**src/rtl/coin_return_dispenser.sv**
```systemverilog
// Coin return dispenser: pays a refund out one coin per handshake, choosing the largest
// in-stock denomination that fits, while keeping a saturating per-denomination inventory.
module coin_return_dispenser #(
    parameter int kNumCoins = 3,
    parameter int BAL_W     = 31,
    parameter int CNT_W     = 8,
    parameter int INIT_CNT  = 20
) (
    input  logic                 clk,
    input  logic                 reset,
    input  logic                 i_start,
    input  logic [BAL_W-1:0]     i_return_amount,
    input  logic                 i_hopper_ready,
    input  logic [kNumCoins-1:0] i_refill,
    input  logic [CNT_W-1:0]     i_refill_cnt,
    output logic [kNumCoins-1:0] o_return_coin,
    output logic                 o_busy,
    output logic                 o_done,
    output logic [BAL_W-1:0]     o_remainder,
    output logic                 o_shortfall,
    output logic [kNumCoins-1:0] o_empty
);

    typedef enum logic [1:0] {
        IDLE     = 2'd0,
        DISPENSE = 2'd1,
        DONE     = 2'd2
    } state_t;

    localparam logic [BAL_W-1:0] MIN_COIN = BAL_W'(100);

    state_t                 state;
    state_t                 state_next;
    logic [BAL_W-1:0]       balance;
    logic [BAL_W-1:0]       balance_next;
    logic [BAL_W-1:0]       bal_after;
    logic [kNumCoins-1:0]   coin_next;
    logic [BAL_W-1:0]       remainder_next;
    logic                   shortfall_next;
    logic                   transfer;
    logic [CNT_W-1:0]       inv        [kNumCoins];
    logic [CNT_W-1:0]       inv_next   [kNumCoins];
    logic [CNT_W-1:0]       inv_after  [kNumCoins];
    logic [CNT_W-1:0]       refill_sat [kNumCoins];
    logic [CNT_W:0]         refill_sum [kNumCoins];

    function automatic logic [BAL_W-1:0] coin_value(input int idx);
        case (idx)
            0:       coin_value = BAL_W'(100);
            1:       coin_value = BAL_W'(500);
            default: coin_value = BAL_W'(1000);
        endcase
    endfunction

    function automatic logic [BAL_W-1:0] coin_amount(input logic [kNumCoins-1:0] coin);
        coin_amount = '0;
        for (int i = 0; i < kNumCoins; i++) begin
            if (coin[i]) begin
                coin_amount = coin_amount + coin_value(i);
            end
        end
    endfunction

    // Ascending scan so the largest qualifying denomination overwrites smaller ones.
    function automatic logic [kNumCoins-1:0] choose(input logic [BAL_W-1:0] bal,
                                                    input logic [CNT_W-1:0] cnt [kNumCoins]);
        choose = '0;
        for (int i = 0; i < kNumCoins; i++) begin
            if (bal >= coin_value(i) && cnt[i] != '0) begin
                choose    = '0;
                choose[i] = 1'b1;
            end
        end
    endfunction

    assign transfer = (o_return_coin != '0) && i_hopper_ready;
    assign o_busy   = (state == DISPENSE);
    assign o_done   = (state == DONE);

    always_comb begin
        for (int i = 0; i < kNumCoins; i++) begin
            o_empty[i] = (inv[i] == '0);
        end
    end

    always_comb begin
        bal_after = balance - coin_amount(o_return_coin);
        for (int i = 0; i < kNumCoins; i++) begin
            refill_sum[i] = {1'b0, inv[i]} + {1'b0, i_refill_cnt};
            refill_sat[i] = refill_sum[i][CNT_W] ? {CNT_W{1'b1}} : refill_sum[i][CNT_W-1:0];
            inv_after[i]  = inv[i] - CNT_W'(o_return_coin[i]);
        end
    end

    always_comb begin
        state_next     = state;
        balance_next   = balance;
        coin_next      = o_return_coin;
        remainder_next = o_remainder;
        shortfall_next = o_shortfall;
        for (int i = 0; i < kNumCoins; i++) begin
            inv_next[i] = inv[i];
        end

        unique case (state)
            IDLE: begin
                // The first choice uses pre-refill stock; a coincident refill lands on this edge.
                if ($onehot(i_refill)) begin
                    for (int i = 0; i < kNumCoins; i++) begin
                        if (i_refill[i]) begin
                            inv_next[i] = refill_sat[i];
                        end
                    end
                end
                if (i_start) begin
                    balance_next = i_return_amount;
                    coin_next    = choose(i_return_amount, inv);
                    if (coin_next == '0) begin
                        state_next     = DONE;
                        remainder_next = i_return_amount;
                        shortfall_next = (i_return_amount >= MIN_COIN);
                    end else begin
                        state_next = DISPENSE;
                    end
                end
            end
            DISPENSE: begin
                if (transfer) begin
                    balance_next = bal_after;
                    coin_next    = choose(bal_after, inv_after);
                    for (int i = 0; i < kNumCoins; i++) begin
                        inv_next[i] = inv_after[i];
                    end
                    if (coin_next == '0) begin
                        state_next     = DONE;
                        remainder_next = bal_after;
                        shortfall_next = (bal_after >= MIN_COIN);
                    end
                end
            end
            DONE: begin
                state_next = IDLE;
            end
            default: begin
                state_next = IDLE;
            end
        endcase
    end

    always_ff @(posedge clk or posedge reset) begin
        if (reset) begin
            state <= IDLE;
        end else begin
            state <= state_next;
        end
    end

    always_ff @(posedge clk or posedge reset) begin
        if (reset) begin
            balance       <= '0;
            o_return_coin <= '0;
            o_remainder   <= '0;
            o_shortfall   <= 1'b0;
            for (int i = 0; i < kNumCoins; i++) begin
                inv[i] <= CNT_W'(INIT_CNT);
            end
        end else begin
            balance       <= balance_next;
            o_return_coin <= coin_next;
            o_remainder   <= remainder_next;
            o_shortfall   <= shortfall_next;
            for (int i = 0; i < kNumCoins; i++) begin
                inv[i] <= inv_next[i];
            end
        end
    end

endmodule

```
**config.mk**
```make
export PLATFORM = sky130hd
export DESIGN_NAME = coin_return_dispenser
export DESIGN_NICKNAME = d
export VERILOG_FILES = /design/src/rtl/coin_return_dispenser.sv
export SDC_FILE = /design/constraint.sdc
export NUM_CORES = 1
export LEC_CHECK = 0
export ABC_AREA = 1
export ABC_CLOCK_PERIOD_IN_PS = 9450
export BUFFER_PORTS_ARGS = -buffer_cell sky130_fd_sc_hd__buf_2
export CORE_MARGIN = 1.5
export CORE_UTILIZATION = 50
export CTS_CLUSTER_DIAMETER = 100
export DETAILED_ROUTE_END_ITERATION = 10
export PLACE_DENSITY = 0.7
export SKIP_LAST_GASP = 1
export SLEW_MARGIN = 20
export SYNTH_ARGS = -nofsm -noshare
export SYNTH_HDL_FRONTEND = slang
export SYNTH_SLANG_ARGS = --single-unit
export TNS_END_PERCENT = 100
```
**constraint.sdc**
```tcl
create_clock -name clk -period 9.45 [get_ports clk]
set_clock_uncertainty 0.05 [all_clocks]
set_input_delay 1.89 -clock clk [delete_from_list [all_inputs] [get_ports clk]]
set_output_delay 1.89 -clock clk [all_outputs]
set_load 0.02 [all_outputs]
```
==> impl_metrics.ini <==
[logic_synthesis]
ys_ff_latch = 92
syn_area_per_cell_um2 = 6.78
netlist_area_um2 = 7170
yosysWarningCount = 0
ys.flop_type = dfrtp_1
syn_inst = 1057
syn-num-nets = 1151
synth_edf_count = 0
yosysSeqAreaShare_pct = 32.2
netlist-cell-type-count = 40
synthArstFlopShare_pct = 100

[cells_and_area]
fin_nets = 1221
num_antenna_cells = 0
drive_above_1_share_pct = 12.7
synthToLayoutAreaGrowth_pct = 12.1
fill_cells = 1400
final_common_cell = nand2_1
mostFrequentLayoutCells = nand2_1, nor2_1, inv_1

[die]
die_w_um = 123
row_count = 43
core_area_um2 = 13900
start_util_pct = 51.4
ios = 86
dieArea_um2 = 15100
die_h_um = 123

[placement]
place_ws_ps = 4240
port-buffer-count = 85
dp_hpwl_um = 15700
gp_congestion = 0.925

[route]
dr.first_iter.drc_count = 750
drtAntennaViolNets = 0
wl_um = 20800
vias = 7181
drt-pass1-iter-count = 5
wl_per_cell_um = 15.9
via_per_inst = 5.47
drc = 0

[cts]
clockRootBuffer = clkbuf_16
cts_buffers = 9
cts_resized = 0
cts_tree = built
cts_setup_buffers = 0
clockBufferDepth = 2
clock_latency_ps = 370
h-tree-depth = 3
path_clk_slew_ps = 80
holdBufCountCts = 0
cts_sinks = 92

[sta]
slew_headroom_pct = 31.3
fin_crit_ps = 4630
worst_pin_slew_ps = 1030
max_freq_mhz = 216
setup_viol = 0
timing.final.ws_setup_ps = 4820
rsz0062_at_grt = false
post-route-period-util_pct = 48.9
finalMaxSlewViolations = 0
finalSetupTns_ps = 0
finalHoldViolations = 0

[grt]
grt_overflow_total = 0
antenna_found_initial = 0
grt_pass1_wl_um = 33400
grtUsageTotal_pct = 28.9
first_global_vias = 6468
grt_max_degree = 82

[run]
drv_cap = 0

[critical_path]
cp-start-kind = input port
critPathMaxFanout = 33
cp-end-kind = flip-flop
critPathRequiredTime_ps = 9650
cp.arrival_ps = 4830
path_class = input port to flip-flop

[min_path]
hold_class = flip-flop to flip-flop

[power]
vdd_drop_max_mv = 0.302
p_leak_uw = 0.00421
power_density_nw_per_um2 = 363

[status]
status = finished clean
[layer usage]
metal	vias up	GRT usage (%)	routed length [µm]
met5	-	0	0
met4	0	6.61	306
met3	26	4.97	1520
met2	242	40.6	8530
met1	3309	45.7	10500
li1	3604	-	-
[power by group]
part	internal, µW	switching [µW]
sequential	519	117
clock	186	184
combinational	618	1290
total	1320	1590
[final cells by class]
cell class	instances	area (µm²)	share of cell area, %
clock buffers	9	225	2.80
multi-input cells	820	4290	53.4
clock inverters	7	68.8	0.856
inverters	115	434	5.40
well taps	180	225	2.80
flip-flops and latches	92	2310	28.7
repair buffers	89	479	5.96
[synthesized netlist by cell type (3+ instances only)]
cell type	instances	area (µm²)
o21ai_0	70	350
clkbuf_1	20	75.1
nor2_1	119	447
dfrtp_1	86	2150
inv_1	107	402
a21oi_1	29	145
inv_2	6	22.5
xor2_1	23	201
nand3_2	3	30.0
nor2_2	7	43.8
o211ai_1	12	90.1
a31oi_1	18	113
nor3_1	10	50.1
nand3_1	96	480
o31ai_1	3	22.5
buf_6	3	33.8
nand2_1	318	1190
nand2_2	6	37.5
o22ai_1	5	31.3
nor4_1	6	37.5
fa_1	5	100
nand4_1	21	131
buf_4	4	30.0
ha_1	43	538
dfstp_2	6	158
buf_2	3	15.0
xnor2_1	11	96.3
[worst max-delay path: stages]
cell and delay, ps:
buf_2 100, nor2_1 110, nand2_1 100, nor2_1 110
nand2_1 90, or3b_1 420, nor3_1 320, nor2_1 70
nand2_1 110, nand3_1 150, a21oi_4 730, nand2_4 380
nand2_1 150, nand2_1 60
[metrics by stage]
step	cells	total power, µW	cell area, µm²	hold slack (ps)	util [%]
floorplan	1057	2010	7170	398	-
detailed placement	1295	2490	7700	408	55.3
CTS	1311	2870	8000	426	57.4
global placement	1295	2480	7700	408	55.3
finish	1312	2910	8040	423	57.7
global route	1312	3200	8040	449	57.7
[kinds of logic after synthesis]
kind of cell	count (synthesis)	synth area share [%]
fa+ha+maj	48	8.91
buf+inv	145	8.17
mux	1	0.140
simple gates	592	35.0
xor+xnor	34	4.16
compound gates	145	11.4
flops	92	32.2
[flip-flops by register name, indices dropped and copies added (netlist names)]
register / flops
state: 2
o_return_coin: 3
inv: 24
o_shortfall: 1
balance: 31
o_remainder: 31
[final timing paths]
check,slack [ps],startpoint,cells past startpoint,end
max reg2reg,5270,o_return_coin[0],24,o_remainder[11]
min,420,o_remainder[27],2,o_remainder[27]
max,4820,i_return_amount[16],14,o_remainder[11]
min in group asynchronous,1360,reset,2,o_remainder[23]
max in group asynchronous,7010,reset,3,inv[11]
min reg2reg,420,o_remainder[27],2,o_remainder[27]
No activity file was read; power rests on OpenSTA's default activity.
